$ cat config.mk
export PLATFORM = sky130hd
export DESIGN_NAME = npc_seq
export DESIGN_NICKNAME = d
export VERILOG_FILES = /design/src/rtl/npc_seq.sv
export SDC_FILE = /design/constraint.sdc
export NUM_CORES = 1
export LEC_CHECK = 0
export CAP_MARGIN = 10
export CORE_ASPECT_RATIO = 1.75
export CORE_MARGIN = 8
export CORE_UTILIZATION = 44
export CTS_BUF_LIST = sky130_fd_sc_hd__clkbuf_4 sky130_fd_sc_hd__clkbuf_8
export DETAILED_ROUTE_END_ITERATION = 10
export PLACE_DENSITY = 0.95
export REMOVE_ABC_BUFFERS = 1
export SETUP_SLACK_MARGIN = 0.1
export SLEW_MARGIN = 0
export SYNTH_ARGS = -nofsm -noshare
export SYNTH_HDL_FRONTEND = slang
export SYNTH_SLANG_ARGS = --single-unit
$ cat constraint.sdc
create_clock -name clk -period 4.3 [get_ports clk]
set_clock_uncertainty 0.2 [all_clocks]
set_input_delay 0.86 -clock clk [delete_from_list [all_inputs] [get_ports clk]]
set_output_delay 0.86 -clock clk [all_outputs]
set_load 0.03 [all_outputs]
$ cat src/rtl/npc_seq.sv
`default_nettype none
// +--------------------------------------------------------------------------+
// | Module      : npc_seq                                                    |
// | Description : Multi-cycle NPC sequencer. Owns PC and instruction         |
// |               register and steps each instruction through fetch,         |
// |               execute, optional memory access and write-back using       |
// |               valid/ready handshakes to a variable-latency IFU and LSU.  |
// |               Decode, ALU and register file stay external.               |
// | Ports       : clk/rst (async active-high reset)                          |
// |               ifu_*   : fetch request/response handshake                 |
// |               dec_*, imm, alu_result : combinational decode/ALU inputs   |
// |               lsu_*   : memory request/response handshake                |
// |               pc, snpc, dnpc, inst : datapath outputs to IDU/ALU         |
// |               reg_we, commit, halt : retire strobes and sticky halt      |
// | Options     : NPC_PERF_CNT_EN adds perf_cycle / perf_instret counters    |
// | Revision    : 1.0 - initial release                                      |
// +--------------------------------------------------------------------------+
module npc_seq #(
  parameter int              XLEN         = 32,
  parameter logic [XLEN-1:0] RESET_VECTOR = 32'h8000_0000,
  parameter logic [31:0]     NOP_INST     = 32'h0000_0013
) (
  input  logic            clk,
  input  logic            rst,
  output logic            ifu_req_valid,
  input  logic            ifu_req_ready,
  output logic [XLEN-1:0] ifu_addr,
  input  logic            ifu_resp_valid,
  input  logic [31:0]     ifu_inst,
  output logic [31:0]     inst,
  input  logic [1:0]      dec_npc_sel,
  input  logic            dec_mem_ren,
  input  logic            dec_mem_wen,
  input  logic            dec_reg_wen,
  input  logic            dec_halt,
  input  logic [XLEN-1:0] imm,
  input  logic [XLEN-1:0] alu_result,
  output logic            lsu_req_valid,
  input  logic            lsu_req_ready,
  input  logic            lsu_resp_valid,
  output logic [XLEN-1:0] pc,
  output logic [XLEN-1:0] snpc,
  output logic [XLEN-1:0] dnpc,
  output logic            reg_we,
  output logic            commit,
  output logic            halt
`ifdef NPC_PERF_CNT_EN
  ,
  output logic [63:0]     perf_cycle,
  output logic [63:0]     perf_instret
`endif
);

  typedef enum logic [2:0] {
    S_IDLE     = 3'd0,
    S_IF_REQ   = 3'd1,
    S_IF_WAIT  = 3'd2,
    S_EX       = 3'd3,
    S_MEM_REQ  = 3'd4,
    S_MEM_WAIT = 3'd5,
    S_WB       = 3'd6,
    S_HALT     = 3'd7
  } state_t;

  state_t          r_state;
  state_t          w_state_nxt;
  logic [XLEN-1:0] r_pc;
  logic [31:0]     r_inst;

  logic            w_inst_ld;
  logic            w_ifu_req_valid;
  logic            w_lsu_req_valid;
  logic            w_commit;
  logic            w_reg_we;
  logic            w_halt;
  logic [XLEN-1:0] w_snpc;
  logic [XLEN-1:0] w_dnpc;
  logic [XLEN-1:0] w_npc;

  // PC arithmetic wraps naturally at XLEN bits.
  assign w_snpc = r_pc + XLEN'(4);
  assign w_dnpc = r_pc + imm;

  always_comb begin
    w_npc = w_snpc;
    case (dec_npc_sel)
      2'b00:   w_npc = w_snpc;
      2'b01:   w_npc = w_dnpc;
      2'b10:   w_npc = {alu_result[XLEN-1:1], 1'b0};
      2'b11:   w_npc = alu_result[0] ? w_dnpc : w_snpc;
      default: w_npc = w_snpc;
    endcase
  end

  // Next-state and handshake/strobe outputs. Response strobes are only
  // consulted in their own wait states, so stray pulses elsewhere (including
  // late responses to transactions abandoned by reset) have no effect.
  always_comb begin
    w_state_nxt     = r_state;
    w_inst_ld       = 1'b0;
    w_ifu_req_valid = 1'b0;
    w_lsu_req_valid = 1'b0;
    w_commit        = 1'b0;
    w_reg_we        = 1'b0;
    w_halt          = 1'b0;
    case (r_state)
      S_IDLE: begin
        w_state_nxt = S_IF_REQ;
      end
      S_IF_REQ: begin
        w_ifu_req_valid = 1'b1;
        if (ifu_req_ready) w_state_nxt = S_IF_WAIT;
      end
      S_IF_WAIT: begin
        if (ifu_resp_valid) begin
          w_inst_ld   = 1'b1;
          w_state_nxt = S_EX;
        end
      end
      S_EX: begin
        if (dec_halt)                        w_state_nxt = S_HALT;
        else if (dec_mem_ren || dec_mem_wen) w_state_nxt = S_MEM_REQ;
        else                                 w_state_nxt = S_WB;
      end
      S_MEM_REQ: begin
        w_lsu_req_valid = 1'b1;
        if (lsu_req_ready) w_state_nxt = S_MEM_WAIT;
      end
      S_MEM_WAIT: begin
        if (lsu_resp_valid) w_state_nxt = S_WB;
      end
      S_WB: begin
        w_commit    = 1'b1;
        w_reg_we    = dec_reg_wen;
        w_state_nxt = S_IF_REQ;
      end
      S_HALT: begin
        w_halt = 1'b1;
      end
      default: begin
        w_state_nxt = S_IDLE;
      end
    endcase
  end

  always_ff @(posedge clk or posedge rst) begin
    if (rst) begin
      r_state <= S_IDLE;
      r_pc    <= RESET_VECTOR;
      r_inst  <= NOP_INST;
    end else begin
      r_state <= w_state_nxt;
      if (w_inst_ld) r_inst <= ifu_inst;
      if (w_commit)  r_pc   <= w_npc;
    end
  end

`ifdef NPC_PERF_CNT_EN
  logic [63:0] r_perf_cycle;
  logic [63:0] r_perf_instret;

  always_ff @(posedge clk or posedge rst) begin
    if (rst) begin
      r_perf_cycle   <= 64'd0;
      r_perf_instret <= 64'd0;
    end else begin
      if (r_state != S_IDLE && r_state != S_HALT) r_perf_cycle <= r_perf_cycle + 64'd1;
      if (w_commit) r_perf_instret <= r_perf_instret + 64'd1;
    end
  end

  assign perf_cycle   = r_perf_cycle;
  assign perf_instret = r_perf_instret;
`endif

  assign ifu_req_valid = w_ifu_req_valid;
  assign ifu_addr      = r_pc;
  assign inst          = r_inst;
  assign lsu_req_valid = w_lsu_req_valid;
  assign pc            = r_pc;
  assign snpc          = w_snpc;
  assign dnpc          = w_dnpc;
  assign reg_we        = w_reg_we;
  assign commit        = w_commit;
  assign halt          = w_halt;

endmodule
`default_nettype wire

# Word-level counts from Yosys, hierarchy flattened
# Index checks and enable logic that the tools add are counted.
[word_totals]
reg_bits = 67
latchBits = 0
ram_bits = 0
romBits = 0
output_inout_bits = 165
elab_cells = 41
memories = 0
[op_classes]
add_sub_neg = 2
multipliers = 0
n_div = 0
magnitude_cmp = 0
eq_ne = 14
shift = 0
n_mux = 16
n_bitwise = 0
n_reduce_logical = 6
[op_table]
columns = ["cell", "count"]
rows = [
  ["32-bit one-hot mux with 4 select lines", 1],
  ["32-bit by 3-bit adder with 32-bit output (second input constant)", 1],
  ["32-bit adder", 1],
  ["32-bit 2-to-1 mux", 1],
  ["3-bit one-hot mux with 6 select lines", 1],
  ["3-bit == test (second input constant)", 4],
  ["3-bit 2-to-1 mux", 4],
  ["2-bit != test (second input constant)", 4],
  ["1-bit 2-to-1 mux", 7],
  ["3-bit by 2-bit == test with 1-bit output (second input constant)", 2],
  ["6-bit nonzero test", 1],
  ["5-bit AND reduction", 1],
  ["2-bit == test (second input constant)", 2],
  ["2-bit 2-to-1 mux", 2],
  ["3-bit by 1-bit == test with 1-bit output (second input constant)", 1],
  ["3-bit zero test", 1],
  ["2-bit by 1-bit == test with 1-bit output (second input constant)", 1],
  ["2-bit zero test", 1],
  ["2-bit OR reduction", 1],
  ["1-bit logical OR", 1],
]

# Depth between registers and ports, before layout
[logic_depth]
depth_word = 4
mapped_depth = 10
ltp_nobuf = 10

# Worst setup path after synthesis
# Ideal clock, no wire load.
[synth_timing]
path_type = "input to output"
start = "in imm[6]"
end = "out dnpc[31]"
arrival_ns = 3.080
required_time_ns = 3.240
setup_slack_ns = 0.160
cell_stages = 10
cell_sequence = "ha_1 > clkbuf_1 > a211o_1 > o211ai_1 > and3_1 > a21oi_1 > a21oi_1 > a21oi_1 > nor3_1 > xor2_1"
[synth_between]
elab_chain_cells = 1
[synth_lines]
columns = ["item", "line_no", "text"]
rows = [
  ["start, declared", "36", "input logic [XLEN-1:0] imm,"],
  ["32-bit adder", "82", "assign w_dnpc = r_pc + imm;"],
  ["end, declared", "43", "output logic [XLEN-1:0] dnpc,"],
]
# Every way passes these cells.

# Final worst setup path
[layout_timing]
start = "in imm[12]"
end = "out dnpc[30]"
# The elaborated chain is that of the path after synthesis.

==> qor.csv <==
stage;metric;value;unit
routing;drtIter0Drc;920;
routing;vias;7845;
status;violations;negative setup slack;
floorplan;die_x;104;um
logic_synthesis;synth_cell_type_count;70;
logic_synthesis;yosysWarnings;0;
global_routing;grt_start_max_net_pins;68;
critical_path;worstPathArrival;3310;ps
critical_path;rrSetupSlack;1040;ps
floorplan;start_util;0.449;
floorplan;ioPinCount;273;
place;port_buffers;272;
clock_network;cts-root-buf;clkbuf_8;
clock_network;path_clk_slew;70;ps
run;maxCapViolCount;0;
clock_network;cts_sinks;67;
global_routing;antenna_found_initial;0;
floorplan;dieArea;17800;um^2
global_routing;first_global_vias;8106;
clock_network;cts_tree;built;
min_path;min_path_type;reg -> reg;
sta;worstMarginPinSlew;1090;ps
logic_synthesis;syn_area_per_cell;8.52;um^2
status;outcome;finished with violations;
min_path;whs_path_depth;1;
min_path;holdPathEnd;inst[28];
sta;whs;310;ps
layout;layout.nets;1184;
logic_synthesis;yosysSeqAreaShare;0.280;
logic_synthesis;syn_area;6010;um^2
clock_network;numCtsBuffers;9;
power_and_ir_drop;leakagePower;0.00451;uW
critical_path;reg2regPathDepth;13;
layout;drive_gt1_frac;0.297;
logic_synthesis;synth-edff-count;0;
clock_network;worstSkewPairLatency;380;ps
sta;finalHoldViolCount;0;
routing;wire_per_inst;25.0;um
clock_network;hold_buffers;0;
routing;via_per_inst;6.44;
power_and_ir_drop;cellPowerDensity;995;nW/um^2
place;place_inst;1172;
global_routing;grt_usage;0.306;
sta;finalSetupViolations;4;
place;place.gp.congestion;0.990;
clock_network;clockBufferDepth;2;
place;hpwl;19900;um
critical_path;cp.required;3240;ps
layout;syn2layout_area_growth;75.3;%
sta;period_share;1.02;
sta;slew_headroom;0.273;
critical_path;r2r_end;ifu_addr[18];
critical_path;cp-end-kind;primary output;
layout;fin_cells;1219;
logic_synthesis;synth-main-ff-cell;dfrtp_1;
critical_path;reg2reg_from;ifu_addr[0];
floorplan;core-area;13400;um^2
layout;n_fill_cell;820;
critical_path;critPathKind;in -> out;
floorplan;rows;56;
sta;finalCriticalPeriod;4370;ps
power_and_ir_drop;total_power;10500;uW
critical_path;worstPathMaxFanout;3;
global_routing;grt_pass1_wl;43200;um
routing;drc_errors;0;
floorplan;fp.dieH;171;um
logic_synthesis;async_flop_share;1.00;
routing;dr.pass1.iters;8;
sta;fmax;229;MHz
critical_path;crit_start;imm[12];
critical_path;critPathLaunchType;input pin;
routing;wl;30400;um
logic_synthesis;ys_ff_latch;67;
sta;rsz0062_at_grt;true;
sta;setup_slack;-67.5;ps
global_routing;grt_overflow;0;
clock_network;h-tree-depth;3;
sta;drv_slew;0;
power_and_ir_drop;max-vdd-ir-drop;0.716;mV
routing;final_antenna_net_count;0;
min_path;min_from;inst[28];
logic_synthesis;syn_inst;706;
[kinds of logic (layout without fill, tap and decap cells)]
family | count (synthesis) | count (layout) | synth area share
DFF | 67 | 67 | 0.280
AOI/OAI and AO/OA | 220 | 220 | 0.243
adders and majority gates | 37 | 37 | 0.0783
buffers and inverters | 96 | 434 | 0.0822
xor gates and xnor gates | 54 | 54 | 0.0799
muxes | 36 | 36 | 0.0668
other | 0 | 1 | 0
and+or+nand+nor | 196 | 196 | 0.170
[what timing repair did]
| action | CTS | global route |
|---|---|---|
| resized for setup | 75 | 73 |
| pin swaps | 37 | 33 |
| endpoints found under the setup margin | 22 | 30 |
| setup buffers | 21 | 9 |
[cell type report]
cell class | count | area [um^2] | share of cell area
Timing Repair Buffer | 398 | 3850 | 0.365
Sequential cell | 67 | 1690 | 0.160
Tap cell | 174 | 218 | 0.0207
Clock buffer | 10 | 131 | 0.0125
Clock inverter | 6 | 138 | 0.0131
Inverter | 20 | 75.1 | 0.00713
Antenna cell | 1 | 2.50 | 0.000238
Multi-Input combinational cell | 543 | 4440 | 0.421
[worst max-delay path by stage]
stage                           to  slack, ps  depth (start not counted)
after floorplan            inst[0]       -680                          2
after global placement    dnpc[30]       -330                         12
after detailed placement  dnpc[30]       -410                         12
after CTS                 dnpc[30]         10                         12
after global routing      dnpc[30]       -160                         11
final                     dnpc[30]        -70                         12
[registers in the layout (all words and copies together) (netlist names)]
name      cells
ifu_addr     32
r_state       3
inst         32
[cell usage in the layout, fill, tap and decap left out, types with 5 or more instances in the layout]
cell,synthesis,final
clkdlybuf4s50_1,0,220
buf_4,35,130
dfrtp_1,63,59
a21oi_1,66,50
nand2_1,44,43
nor2_1,46,42
xnor2_1,35,33
mux2_2,33,33
nand3_1,29,27
a21o_1,27,27
o21ai_0,29,25
inv_1,20,18
ha_4,0,18
xor2_1,18,16
buf_12,0,16
a221oi_1,15,15
ha_1,36,14
a21oi_2,1,13
nand4_1,12,12
dlygate4sd2_1,0,12
a22oi_1,11,11
clkbuf_8,0,9
nor3_1,14,8
and3_1,10,8
dlymetal6s2s_1,0,8
o22ai_1,7,7
nor3_2,1,6
nor2b_1,5,5
or3_1,5,5
and2_1,7,5
buf_6,0,5
[metrics by stage]
stage | TNS [ps] | worst slack (ps) | area [um^2] | utilization
floorplan | -21600 | -676 | 5590 | -
global placement | -2600 | -335 | 9420 | 0.704
detailed placement | -3370 | -409 | 9420 | 0.704
CTS | 0 | 12.7 | 10200 | 0.762
global route | -387 | -163 | 10500 | 0.787
finish | -126 | -67.5 | 10500 | 0.787
[critical path, stage by stage]
cell,delay (ps)
clkdlybuf4s50_1,460
ha_4,190
buf_4,140
a21oi_2,130
nand2_1,180
o22a_1,300
o31a_1,170
a2bb2oi_2,220
o21ai_4,110
a21boi_2,150
xnor2_1,120
bufbuf_16,280
[synthesized netlist by cell type, drive strengths merged (4+ instances only)]
cell type  instances  share of area
mux2              33          0.062
xnor2             35          0.051
o22ai              7         0.0073
clkbuf            37          0.023
a31oi              4         0.0042
and2               7         0.0073
a22o               4         0.0058
o31ai              4         0.0050
o21a               4         0.0050
nand3             29          0.024
o21ai             33          0.027
a21boi             5         0.0062
ha                36          0.075
a211o              4         0.0058
nand4             13          0.016
inv               20          0.012
a21o              27          0.034
a22oi             11          0.014
nand2b             4         0.0042
or3                5         0.0052
buf               39          0.046
xor2              19          0.029
nor2b              5         0.0052
dfstp              4          0.017
a221oi            16          0.024
and3              10          0.010
a21oi             67          0.056
dfrtp             63           0.26
nor2              46          0.029
nand2             44          0.027
a211oi             7         0.0087
nor3              15          0.013
and4               4         0.0062
[report_power, final]
part / leakage, uW / switching (uW) / total (uW) / internal, uW
Combinational: 0.00358 / 4510 / 8300 / 3790
Clock: 0.000134 / 298 / 751 / 453
Sequential: 0.000794 / 481 / 1430 / 952
Total: 0.00451 / 5290 / 10500 / 5200
[routing by layer]
layer | track usage | vias up | share of wire
met5 | 0 | - | 0
met4 | 0.220 | 0 | 0.077
met3 | 0.0787 | 226 | 0.10
met2 | 0.548 | 726 | 0.50
met1 | 0.301 | 3665 | 0.32
li1 | - | 3228 | -
No activity file was read; power rests on OpenSTA's default activity.
